===== src/rtl/pkg_porta.sv =====
// Shared encodings for the door controller: FSM state codes and door command values.
package pkg_porta;

    localparam logic [2:0] EST_FECHADA  = 3'd0;
    localparam logic [2:0] EST_ABRINDO  = 3'd1;
    localparam logic [2:0] EST_ABERTA   = 3'd2;
    localparam logic [2:0] EST_FECHANDO = 3'd3;
    localparam logic [2:0] EST_FALHA    = 3'd4;

    typedef enum logic [2:0] {
        FECHADA  = EST_FECHADA,
        ABRINDO  = EST_ABRINDO,
        ABERTA   = EST_ABERTA,
        FECHANDO = EST_FECHANDO,
        FALHA    = EST_FALHA
    } estado_t;

    localparam logic CMD_ABRIR  = 1'b0;
    localparam logic CMD_FECHAR = 1'b1;

endpackage


===== src/rtl/contador_tempo_porta.sv =====
// Loadable down counter shared by the dwell and timeout phases; saturates at zero.
module contador_tempo_porta #(
    parameter int unsigned LARG_CONT   = 5,
    parameter int unsigned VALOR_RESET = 15
) (
    input  logic                 clock_in,
    input  logic                 reset_n,
    input  logic                 carregar,
    input  logic [LARG_CONT-1:0] valor,
    input  logic                 decrementar,
    output logic [LARG_CONT-1:0] valor_atual,
    output logic                 zero
);

    logic [LARG_CONT-1:0] valor_q;
    logic [LARG_CONT-1:0] valor_d;

    // Load wins over decrement; decrement stops at zero.
    always_comb begin
        valor_d = valor_q;
        if (carregar) begin
            valor_d = valor;
        end else if (decrementar && (valor_q != '0)) begin
            valor_d = valor_q - LARG_CONT'(1);
        end
    end

    always_ff @(posedge clock_in or negedge reset_n) begin
        if (!reset_n) begin
            valor_q <= LARG_CONT'(VALOR_RESET);
        end else begin
            valor_q <= valor_d;
        end
    end

    assign valor_atual = valor_q;
    assign zero        = (valor_q == '0);

endmodule


===== src/rtl/controlador_porta.sv =====
// Door sequencing FSM: commands the LED animator, waits for its open/closed
// indicators, and only releases the motor once the door is confirmed closed.
module controlador_porta
    import pkg_porta::*;
#(
    parameter int unsigned TEMPO_ABERTA = 8,
    parameter int unsigned TIMEOUT      = 16
) (
    input  logic clock_in,
    input  logic reset_n,
    input  logic chegou_andar,
    input  logic botao_abrir,
    input  logic botao_fechar,
    input  logic obstaculo,
    input  logic port_a,
    input  logic port_f,
    output logic control_port,
    output logic liberar_motor,
    output logic ocupado,
    output logic erro_porta
);

    localparam int unsigned MAIOR     = (TEMPO_ABERTA > TIMEOUT) ? TEMPO_ABERTA : TIMEOUT;
    localparam int unsigned LARG_CONT = $clog2(MAIOR + 1);

    localparam logic [LARG_CONT-1:0] CARGA_TIMEOUT = LARG_CONT'(TIMEOUT - 1);
    localparam logic [LARG_CONT-1:0] CARGA_ABERTA  = LARG_CONT'(TEMPO_ABERTA - 1);

    estado_t              estado_q;
    estado_t              estado_d;
    logic                 control_q, control_d;
    logic                 liberar_q, liberar_d;
    logic                 ocupado_q, ocupado_d;
    logic                 erro_q,    erro_d;

    logic                 carregar;
    logic [LARG_CONT-1:0] valor_carga;
    logic                 decrementar;
    logic [LARG_CONT-1:0] cont_atual;
    logic                 cont_zero;

    contador_tempo_porta #(
        .LARG_CONT  (LARG_CONT),
        .VALOR_RESET(TIMEOUT - 1)
    ) u_contador (
        .clock_in   (clock_in),
        .reset_n    (reset_n),
        .carregar   (carregar),
        .valor      (valor_carga),
        .decrementar(decrementar),
        .valor_atual(cont_atual),
        .zero       (cont_zero)
    );

    // Next state and counter control.
    always_comb begin
        estado_d    = estado_q;
        carregar    = 1'b0;
        valor_carga = '0;
        decrementar = 1'b0;
        case (estado_q)
            FECHADA: begin
                if (chegou_andar || botao_abrir) begin
                    estado_d    = ABRINDO;
                    carregar    = 1'b1;
                    valor_carga = CARGA_TIMEOUT;
                end
            end
            ABRINDO: begin
                if (port_a) begin
                    estado_d    = ABERTA;
                    carregar    = 1'b1;
                    valor_carga = CARGA_ABERTA;
                end else if (cont_zero) begin
                    estado_d = FALHA;
                end else begin
                    decrementar = 1'b1;
                end
            end
            ABERTA: begin
                if (obstaculo || botao_abrir) begin
                    carregar    = 1'b1;
                    valor_carga = CARGA_ABERTA;
                end else if (cont_zero) begin
                    estado_d    = FECHANDO;
                    carregar    = 1'b1;
                    valor_carga = CARGA_TIMEOUT;
                end else if (botao_fechar && (cont_atual != '0)) begin
                    // Cut the dwell short: closing starts on the following edge.
                    carregar    = 1'b1;
                    valor_carga = '0;
                end else begin
                    decrementar = 1'b1;
                end
            end
            FECHANDO: begin
                if (obstaculo || botao_abrir || chegou_andar) begin
                    estado_d    = ABRINDO;
                    carregar    = 1'b1;
                    valor_carga = CARGA_TIMEOUT;
                end else if (port_f) begin
                    estado_d = FECHADA;
                end else if (cont_zero) begin
                    estado_d = FALHA;
                end else begin
                    decrementar = 1'b1;
                end
            end
            FALHA:   estado_d = FALHA;
            default: estado_d = FALHA;
        endcase
    end

    // Outputs follow the state being entered so they settle on the same edge.
    always_comb begin
        control_d = CMD_ABRIR;
        if ((estado_d == FECHADA) || (estado_d == FECHANDO)) begin
            control_d = CMD_FECHAR;
        end
        liberar_d = (estado_d == FECHADA) && port_f;
        ocupado_d = (estado_d != FECHADA);
        erro_d    = erro_q || (estado_d == FALHA);
    end

    // Reset drives a close first because the animator itself is not reset.
    always_ff @(posedge clock_in or negedge reset_n) begin
        if (!reset_n) begin
            estado_q  <= FECHANDO;
            control_q <= CMD_FECHAR;
            liberar_q <= 1'b0;
            ocupado_q <= 1'b1;
            erro_q    <= 1'b0;
        end else begin
            estado_q  <= estado_d;
            control_q <= control_d;
            liberar_q <= liberar_d;
            ocupado_q <= ocupado_d;
            erro_q    <= erro_d;
        end
    end

    assign control_port  = control_q;
    assign liberar_motor = liberar_q;
    assign ocupado       = ocupado_q;
    assign erro_porta    = erro_q;

endmodule


===== config.mk =====
export PLATFORM = sky130hd
export DESIGN_NAME = controlador_porta
export DESIGN_NICKNAME = d
export VERILOG_FILES = /design/src/rtl/pkg_porta.sv /design/src/rtl/contador_tempo_porta.sv /design/src/rtl/controlador_porta.sv
export SDC_FILE = /design/constraint.sdc
export NUM_CORES = 1
export LEC_CHECK = 0
export BUFFER_PORTS_ARGS = -buffer_cell sky130_fd_sc_hd__clkbuf_2
export CAP_MARGIN = 20
export CORE_UTILIZATION = 35
export CTS_CLUSTER_SIZE = 16
export DETAILED_ROUTE_END_ITERATION = 6
export PLACE_DENSITY_LB_ADDON = 0.05
export RECOVER_POWER = 25
export SLEW_MARGIN = 20
export SYNTH_ARGS = -nofsm -noshare
export SYNTH_HDL_FRONTEND = slang
export SYNTH_HIERARCHICAL = 1
export SYNTH_SLANG_ARGS = --single-unit

===== constraint.sdc =====
create_clock -name clock_in -period 4.88 [get_ports clock_in]
set_input_delay 0 -clock clock_in [delete_from_list [all_inputs] [get_ports clock_in]]
set_output_delay 0 -clock clock_in [all_outputs]
set_load 0.05 [all_outputs]

==> impl_metrics.env <==
export IMPL_synth_compound_area_share_pct=21.1
export IMPL_r2r_slack_ns=1.96
export IMPL_wl_met2_um=823
export IMPL_fillers=231
export IMPL_syn_cell_area_um2=843
export IMPL_crit_end="u_contador/valor_atual[3]"
export IMPL_syn_area_per_cell_um2=9.69
export IMPL_insertion_delay_ns=0.27
export IMPL_instances_no_fill=127
export IMPL_placed_cells=122
export IMPL_cts_setup_buffers=0
export IMPL_max_slew_worst_pin_slew_ns=0.701
export IMPL_ant_nets=0
export IMPL_crit_required_ns=5.08
export IMPL_synth_fp_nets=96
export IMPL_wl_per_cell_um=13.7
export IMPL_synthDistinctLibCells=44
export IMPL_wl_um=1740
export IMPL_worstSetupPathType="flip-flop to flip-flop"
export IMPL_coreArea_um2=2230
export IMPL_yosysSeqAreaShare_pct=36.8
export IMPL_worstPathArrival_ns=3.13
export IMPL_antenna_found_initial=0
export IMPL_synth_cells=87
export IMPL_synth_mux_area_share_pct=2.97
export IMPL_tns_ns=0
export IMPL_synth_top_cell_by_area="dfstp_2"
export IMPL_cts_root_buffer="clkbuf_4"
export IMPL_fin_skew_ns=0.00239
export IMPL_synthSimpleGateAreaFrac_pct=31.8
export IMPL_status="finished clean"
export IMPL_startpoint="u_contador/valor_atual[0]"
export IMPL_finalHoldViolCount=0
export IMPL_dp_hpwl_um=1340
export IMPL_highest_layer="met4"
export IMPL_wl_met3_um=58
export IMPL_synth_edff_count=0
export IMPL_grt_pass1_vias=656
export IMPL_layout_common_cells="clkbuf_2 (10), dfstp_2 (8), a21oi_1 (7)"
export IMPL_area_growth_pct=12.3
export IMPL_die_w_um=51.1
export IMPL_maxCapViolCount=0
export IMPL_ctsHtreeMaxLevel=1
export IMPL_powerDensity_nw_per_um2=646
export IMPL_ys_ff_latch=12
export IMPL_die_area_um2=2610
export IMPL_ios=12
export IMPL_rr_endpoint="u_contador/valor_atual[3]"
export IMPL_rsz0062_at_grt="no"
export IMPL_worstHoldPathType="input port to flip-flop"
export IMPL_p_leak_nw=0.390
export IMPL_max_freq_mhz=342
export IMPL_cts_sinks=12
export IMPL_finalCritPeriodShare_pct=59.9
export IMPL_period_minus_slack_ns=2.92
export IMPL_portBuffers=11
export IMPL_grt_overflow=0
export IMPL_ff_latch_area_um2=310
export IMPL_clk_pin_slew_ns=0.08
export IMPL_layout_drive_gt1_share_pct=39.4
export IMPL_worst_path_max_fanout=12
export IMPL_reg2regPathDepth=10
export IMPL_ys_flop_type="dfstp_2"
export IMPL_vias=679
export IMPL_cts_max_path_buffers=2
export IMPL_maxSlewViolCount=0
export IMPL_grt_max_degree=13
export IMPL_synth_xor_xnor_area_share_pct=0
export IMPL_std_cell_rows=17
export IMPL_relSlewSlack_pct=52.9
export IMPL_ir_drop_v=0.000333
export IMPL_track_usage_pct=15.9
export IMPL_fin_nets=109
export IMPL_initialDrtViolationCount=13
export IMPL_vias_per_cell=5.35
export IMPL_synth_adder_area_share_pct=1.48
export IMPL_synthTopCellsByArea="dfstp_2 (25%), dfrtp_1 (12%), a21oi_1 (4.2%), or4b_4 (3.3%), nand2b_1 (3.0%)"
export IMPL_synthArstFlopShare_pct=100
export IMPL_met1_length_um=842
export IMPL_startpoint_type="flip-flop"
export IMPL_die_y_um=51.1
export IMPL_critPathCaptureType="flip-flop"
export IMPL_yosys_warnings=6
export IMPL_gp_congestion=0.801
export IMPL_final_common_cell="clkbuf_2"
export IMPL_synth_top_cell_area_share_pct=24.9
export IMPL_cts_buffers=3
export IMPL_num_antenna_cells=0
export IMPL_synth_top_family_by_area="simple AND/OR/NAND/NOR gates"
export IMPL_setup_viol=0
export IMPL_drc=0
export IMPL_regToRegStartpoint="u_contador/valor_atual[0]"
export IMPL_multi_input_area_um2=487
export IMPL_cts_tree="done"
export IMPL_grt_pass1_wl_um=2960
export IMPL_start_util_pct=37.8
export IMPL_firstDrtPassIters=4
-- logic make-up (layout without fill, tap and decap cells) --
logic type,after synthesis,in the layout
compound gates,25,25
fa+ha+maj,1,1
buf+inv,8,20
flops,12,12
mux,2,2
other cells,1,1
simple gates,38,38
-- how the worst min path moves through the flow --
stage | from | endpoint | slack [ns] | cells after the start
6_report | port_f | liberar_motor | 0.02 | 2
2_1_floorplan | reset_n | erro_porta | -0.30 | 0
3_3_place_gp | reset_n | liberar_motor | -0.1 | 1
5_1_grt | port_f | liberar_motor | 0.01 | 2
3_5_place_dp | reset_n | liberar_motor | -0.09 | 1
4_1_cts | port_f | liberar_motor | 0.01 | 2
-- layer usage --
| layer | track usage (%) | vias to the layer above |
|---|---|---|
| met5 | 0 | - |
| met2 | 25.0 | 9 |
| li1 | - | 349 |
| met4 | 2.78 | 0 |
| met3 | 6.25 | 2 |
| met1 | 20.6 | 319 |
-- cells in the mapped netlist, types with 2 or more instances --
master	n
nand2_1	5
o31ai_1	2
nor2_1	2
and3_2	2
dfstp_2	8
or4b_4	2
or3_1	3
or3_2	2
nor3b_2	2
nand3_1	2
dfrtp_1	4
nor3_1	2
nand2b_1	4
o21ai_0	5
inv_1	4
nor2b_1	3
buf_6	2
a21oi_1	7
-- critical path, cell delays in order (launching register included) --
cell and delay [ns]:
dfstp_2 0.54, inv_1 0.06, ha_1 0.20, or4b_4 0.23
inv_1 0.16, nor3_1 0.35, nand3b_1 0.12, o211ai_1 0.23
or4b_1 0.50, or3_1 0.34, a21oi_2 0.13
-- registers in the layout, summed over array words and instances, names as in the netlist --
| name | count |
|---|---|
| u_contador/valor_atual | 5 |
| erro_porta | 1 |
| liberar_motor | 1 |
| estado_q | 3 |
| ocupado | 1 |
| control_port | 1 |
-- stage by stage --
step	utilization, %	power (mW)	setup slack [ns]	cell area (um2)	hold WS [ns]
after floorplan	-	0.476	2.15	843	-0.296
after global placement	40.4	0.534	2.06	902	-0.0983
after detailed placement	40.4	0.533	2.00	902	-0.0924
after CTS	42.5	0.616	1.96	948	0.0129
after global routing	42.4	0.661	1.79	947	0.0103
final	42.4	0.612	1.96	947	0.0200
-- repair_timing --
| action | 4_1_cts | 5_1_grt |
|---|---|---|
| hold buffers | 1 | 0 |
| hold endpoints to repair | 12 | 0 |
| resized for setup | 0 | 0 |
-- area by class of cell --
type / instances / area share, %
clock buffer: 4 / 3.83
inverter: 4 / 1.59
multi-input combinational: 67 / 51.4
sequential: 12 / 32.8
tap: 28 / 3.70
timing repair buffer: 12 / 6.74
-- where the power goes --
group          switching, mW  leakage (nW)  internal [mW]  total, mW
registers             0.0521         0.132          0.169      0.221
clock network         0.0327        0.0210         0.0453     0.0780
logic                  0.182         0.237          0.131      0.313
total                  0.266         0.390          0.346      0.612
(Power assumes the default switching activity.)
